$ cat config.mk
export PLATFORM = sky130hd
export DESIGN_NAME = matrix_store
export DESIGN_NICKNAME = d
export VERILOG_FILES = /design/src/rtl/matrix_store.sv
export SDC_FILE = /design/constraint.sdc
export NUM_CORES = 1
export LEC_CHECK = 0
export ABC_AREA = 1
export BUFFER_PORTS_ARGS = -buffer_cell sky130_fd_sc_hd__buf_2
export CAP_MARGIN = 20
export CORE_MARGIN = 2
export CORE_UTILIZATION = 55
export DETAILED_ROUTE_END_ITERATION = 8
export PLACE_DENSITY = 0.75
export SLEW_MARGIN = 20
export SYNTH_ARGS = -nofsm -noshare
export SYNTH_HDL_FRONTEND = slang
export SYNTH_SLANG_ARGS = --single-unit
$ cat constraint.sdc
create_clock -name clk -period 3.45 [get_ports clk]
set_input_delay 0.345 -clock clk [delete_from_list [all_inputs] [get_ports clk]]
set_output_delay 0.345 -clock clk [all_outputs]
set_load 0.01 [all_outputs]
$ cat src/rtl/matrix_store.sv
// matrix_store: circular bank of SLOTS matrix entries written by the UART matrix parser.
//
// Ports:
//   clk, rst_n     clock, asynchronous active-low reset
//   wr_valid_i     one-cycle write strobe from the parser (input_done)
//   wr_error_i     parser error code, 3'b000 means the matrix is good
//   wr_m_i/wr_n_i  row/column count of the incoming matrix
//   wr_data_i      flattened elements, (r,c) at [ELEM_W*(DIM*r+c) +: ELEM_W]
//   clr_i          one-cycle pulse: invalidate every slot, rewind the write pointer
//   rd_req_i       one-cycle read request for slot rd_slot_i
//   rd_valid_o     one-cycle response strobe, one cycle after rd_req_i
//   rd_err_o       response refers to an empty slot (m/n/data forced to 0)
//   rd_m_o/rd_n_o  stored dimensions; held until the next response
//   rd_data_o      stored elements, same packing as wr_data_i
//   st_ok_o        one-cycle pulse: write accepted
//   st_rej_o       one-cycle pulse: write rejected
//   st_slot_o      slot written by the most recent accepted write
//   count_o        number of valid slots, 0..SLOTS
module matrix_store #(
    parameter int unsigned SLOTS  = 4,
    parameter int unsigned DIM    = 5,
    parameter int unsigned ELEM_W = 4,
    localparam int unsigned SW = $clog2(SLOTS),
    localparam int unsigned CW = $clog2(SLOTS + 1),
    localparam int unsigned AW = DIM * DIM * ELEM_W
) (
    input  logic          clk,
    input  logic          rst_n,
    input  logic          wr_valid_i,
    input  logic [2:0]    wr_error_i,
    input  logic [3:0]    wr_m_i,
    input  logic [3:0]    wr_n_i,
    input  logic [AW-1:0] wr_data_i,
    input  logic          clr_i,
    input  logic          rd_req_i,
    input  logic [SW-1:0] rd_slot_i,
    output logic          rd_valid_o,
    output logic          rd_err_o,
    output logic [3:0]    rd_m_o,
    output logic [3:0]    rd_n_o,
    output logic [AW-1:0] rd_data_o,
    output logic          st_ok_o,
    output logic          st_rej_o,
    output logic [SW-1:0] st_slot_o,
    output logic [CW-1:0] count_o
);

    localparam logic [3:0]    DimMax  = 4'(DIM);
    localparam logic [CW-1:0] CntFull = CW'(SLOTS);

    logic [3:0]    slot_m_q    [SLOTS];
    logic [3:0]    slot_n_q    [SLOTS];
    logic [AW-1:0] slot_data_q [SLOTS];
    logic [SLOTS-1:0] slot_vld_q;
    logic [SW-1:0] wr_ptr_q;
    logic [CW-1:0] count_q;

    logic          rd_valid_q;
    logic          rd_err_q;
    logic [3:0]    rd_m_q;
    logic [3:0]    rd_n_q;
    logic [AW-1:0] rd_data_q;
    logic          st_ok_q;
    logic          st_rej_q;
    logic [SW-1:0] st_slot_q;

    logic          wr_accept;
    logic [AW-1:0] wr_data_masked;

    always_comb begin
        wr_accept = (wr_error_i == 3'b000) &&
                    (wr_m_i != 4'd0) && (wr_m_i <= DimMax) &&
                    (wr_n_i != 4'd0) && (wr_n_i <= DimMax);
        // Elements outside the m x n window are stored as zero so readers never see parser junk.
        wr_data_masked = '0;
        for (int unsigned r = 0; r < DIM; r++) begin
            for (int unsigned c = 0; c < DIM; c++) begin
                if (r < 32'(wr_m_i) && c < 32'(wr_n_i)) begin
                    wr_data_masked[ELEM_W*(DIM*r+c) +: ELEM_W] =
                        wr_data_i[ELEM_W*(DIM*r+c) +: ELEM_W];
                end
            end
        end
    end

    // Reads sample the slot arrays before this edge's write/clear lands (nonblocking),
    // giving read-before-write and pre-clear semantics on a shared edge.
    always_ff @(posedge clk or negedge rst_n) begin
        if (!rst_n) begin
            for (int unsigned i = 0; i < SLOTS; i++) begin
                slot_m_q[i]    <= '0;
                slot_n_q[i]    <= '0;
                slot_data_q[i] <= '0;
            end
            slot_vld_q <= '0;
            wr_ptr_q   <= '0;
            count_q    <= '0;
            rd_valid_q <= 1'b0;
            rd_err_q   <= 1'b0;
            rd_m_q     <= '0;
            rd_n_q     <= '0;
            rd_data_q  <= '0;
            st_ok_q    <= 1'b0;
            st_rej_q   <= 1'b0;
            st_slot_q  <= '0;
        end else begin
            rd_valid_q <= rd_req_i;
            st_ok_q    <= 1'b0;
            st_rej_q   <= 1'b0;

            if (rd_req_i) begin
                if (slot_vld_q[rd_slot_i]) begin
                    rd_err_q  <= 1'b0;
                    rd_m_q    <= slot_m_q[rd_slot_i];
                    rd_n_q    <= slot_n_q[rd_slot_i];
                    rd_data_q <= slot_data_q[rd_slot_i];
                end else begin
                    rd_err_q  <= 1'b1;
                    rd_m_q    <= '0;
                    rd_n_q    <= '0;
                    rd_data_q <= '0;
                end
            end

            if (clr_i) begin
                // A write on the clear edge is dropped silently.
                slot_vld_q <= '0;
                count_q    <= '0;
                wr_ptr_q   <= '0;
            end else if (wr_valid_i) begin
                if (wr_accept) begin
                    slot_m_q[wr_ptr_q]    <= wr_m_i;
                    slot_n_q[wr_ptr_q]    <= wr_n_i;
                    slot_data_q[wr_ptr_q] <= wr_data_masked;
                    slot_vld_q[wr_ptr_q]  <= 1'b1;
                    st_slot_q             <= wr_ptr_q;
                    // SLOTS is a power of two, so the pointer wraps to the oldest entry.
                    wr_ptr_q              <= wr_ptr_q + 1'b1;
                    if (count_q != CntFull) begin
                        count_q <= count_q + 1'b1;
                    end
                    st_ok_q <= 1'b1;
                end else begin
                    st_rej_q <= 1'b1;
                end
            end
        end
    end

    assign rd_valid_o = rd_valid_q;
    assign rd_err_o   = rd_err_q;
    assign rd_m_o     = rd_m_q;
    assign rd_n_o     = rd_n_q;
    assign rd_data_o  = rd_data_q;
    assign st_ok_o    = st_ok_q;
    assign st_rej_o   = st_rej_q;
    assign st_slot_o  = st_slot_q;
    assign count_o    = count_q;

endmodule

==> impl_metrics.json <==
{
  "status": "finished clean",
  "track_usage_pct": 28.3,
  "drt-wirelength-per-cell_um": 17.6,
  "cts_sinks": 555,
  "arrival_ps": 2620,
  "die_height_um": 213,
  "vias_per_cell": 5.51,
  "p_per_area_mw_per_mm2": 514,
  "grt_pass1_wl_um": 102000,
  "grt_util_met1_pct": 38.7,
  "drive_gt1_share_pct": 12.6,
  "syn_nets": 2940,
  "cts_tree": "built",
  "synth_compound_area_share_pct": 12.0,
  "insertion_delay_ps": 620,
  "finalSetupViolations": 0,
  "p_leak_uw": 0.0130,
  "combPwrFrac_pct": 7.5,
  "yosysTopAreaCellShare_pct": 57.6,
  "slew_headroom_pct": 25.5,
  "sw_frac_of_total_pct": 24.1,
  "yosys.area_share.simple_pct": 22.8,
  "seq_power_share_pct": 48.1,
  "synth_top_family_by_area": "simple AND/OR/NAND/NOR gates",
  "gr-total-overflow": 0,
  "start_kind": "flop",
  "hold_viol": 0,
  "yosysUniqueCellTypes": 27,
  "num_io_pins": 235,
  "hp-start": "wr_data_i[64]",
  "power.total_uw": 14000,
  "cts_buffers": 56,
  "syn_area_per_cell_um2": 8.57,
  "skew_ps": 24.0,
  "rsz0062_at_grt": "no",
  "synthAdderAreaFrac_pct": 0.311,
  "final_common_cell": "nand2_1",
  "design_area_mm2": 0.0273,
  "drt_pre_antenna_iters": 7,
  "cap_violations": 0,
  "holdPathStages": 3,
  "yosysTopAreaCell": "dfrtp_1",
  "start_util_pct": 55.9,
  "internal-power_uw": 10700,
  "synth_area_leaders": "dfrtp_1, nand2_1, o21ai_1",
  "ant_nets": 0,
  "drtIter0Drc": 2045,
  "rows": 76,
  "min_to": "slot_data_q[264]",
  "clockPowerShare_pct": 44.4,
  "synth_mux_area_share_pct": 0,
  "grt_pass1_vias": 19350,
  "fin_crit_ps": 2160,
  "gp_congestion": 0.794,
  "wl_um": 63200,
  "finalMaxSlewViolations": 0,
  "path_max_fanout": 41,
  "htreeDepth": 2,
  "cts-root-buf": "clkbuf_16",
  "instances_no_fill": 3591,
  "ir_worst_vdd_v": 0.000399,
  "worstHoldPathType": "in2reg",
  "synth_warnings": 0,
  "drc": 0,
  "grt_use_met3_pct": 3.98,
  "path_clk_slew_ps": 60,
  "synth-async-reset-ratio_pct": 100,
  "tightest_slew_ps": 1120,
  "ff2ff_path_depth": 6,
  "power.switching_uw": 3380,
  "period_share_pct": 62.6,
  "dp_cells": 3486,
  "grt_antenna_before_repair": 2,
  "synth_edf_count": 0,
  "netlist_instances": 2816,
  "r2r_setup_slack_ps": 1290,
  "ys_seq_elements": 555,
  "path_class": "reg2reg",
  "yosysSeqAreaShare_pct": 57.6,
  "grtUsageMet2_pct": 46.6,
  "dieArea_mm2": 0.0455,
  "critPathCaptureType": "flop",
  "fp.dieW_um": 213,
  "r2r-end": "slot_data_q[310]",
  "core_area_mm2": 0.0432,
  "grt.busiest_layer": "met2",
  "layout_common_cells": "nand2_1, dfrtp_1, o21ai_1",
  "reg2reg_from": "wr_ptr_q[0]",
  "postPlaceCellArea_mm2": 0.0254,
  "grt_start_max_net_pins": 217,
  "final_util_pct": 63.2,
  "synth_xor_area_share_pct": 0.0363,
  "synth_area_mm2": 0.0241,
  "critPathRequiredTime_ps": 3910,
  "synth_top_flop_cell": "dfrtp_1",
  "postCtsSetupBuffers": 0,
  "cts.path.max_buffers": 3,
  "fin_nets": 3084,
  "areaGrowthSynthToFinish_pct": 13.2,
  "fin_setup_tns_ps": 0,
  "port_buffers": 234,
  "num_vias": 19794,
  "dpl.hpwl_um": 38100,
  "fmax_mhz": 463
}
[worst max path at each step]
stage	start	cells after the start	endpoint
after floorplan	clr_i	7	slot_m_q[9]
after global placement	wr_n_i[3]	8	slot_data_q[314]
after detailed placement	wr_n_i[3]	8	slot_data_q[238]
after CTS	wr_ptr_q[0]	5	slot_data_q[310]
after global routing	wr_ptr_q[1]	6	slot_data_q[312]
final	wr_ptr_q[0]	6	slot_data_q[310]
[synthesized netlist by cell type, types with 4 or more instances]
library cell	n
a21oi_1	8
buf_1	11
buf_2	22
buf_4	24
buf_6	44
clkbuf_1	87
dfrtp_1	555
ha_1	6
inv_1	154
nand2_1	1106
nand3_1	228
nand4_4	4
nor2_1	10
o21ai_0	199
o21ai_1	235
o22ai_1	108
[cell families after synthesis]
logic type / count (synthesis)
AOI/OAI and AO/OA: 552
buffers and inverters: 344
adders and majority gates: 6
DFF: 555
xor gates and xnor gates: 1
and+or+nand+nor: 1358
[worst max-delay path, stage by stage (launching register included)]
cell and delay (ps):
dfrtp_1 400, inv_1 130, ha_1 210, nand4_4 580, buf_4 500, nand2_1 90
o21ai_0 90
[cell type report]
type                    instances  area [µm²]
inverters                     156         596
multi-input cells            1917        8500
well taps                     585         732
diodes                          2        5.00
flip-flops and latches        555       13900
clock buffers                  88        1750
clock inverters                14         158
fillers                      3704       15900
repair buffers                274        1670
[sequential cells by signal, indices dropped and copies added, names as in the netlist, 2 cells and up]
register     flops
slot_m_q        16
slot_data_q    400
slot_n_q        16
st_slot_o        2
rd_data_o      100
slot_vld_q       4
rd_m_o           4
count_o          3
rd_n_o           4
wr_ptr_q         2
[per-stage QoR]
| step | worst slack, ps | hold slack, ps |
|---|---|---|
| after global placement | 791 | 379 |
| after detailed placement | 751 | 382 |
| after global routing | 1100 | 61.7 |
| after CTS | 1260 | 36.8 |
| final | 1290 | 57.4 |
| after floorplan | 1930 | 49.4 |
[power by group through the flow]
stage	Sequential, µW	Clock, µW	Combinational (µW)
2_1_floorplan	6870	0	520
3_3_place_gp	6860	0	1030
3_5_place_dp	6860	0	1050
4_1_cts	6740	6320	1060
5_1_grt	6760	6560	1170
6_report	6750	6240	1050
[layer usage]
layer | routed length (µm) | vias up
li1 | - | 9423
met1 | 27200 | 9590
met2 | 30200 | 681
met3 | 3980 | 98
met4 | 1780 | 2
met5 | 11 | -
[repair_timing]
action                     CTS  global route
hold buffers                 1             0
setup endpoints to repair    0             0
hold endpoints to repair    65             0
gates resized for setup      0             0
Note: power is estimated with default switching activity, not from simulation.
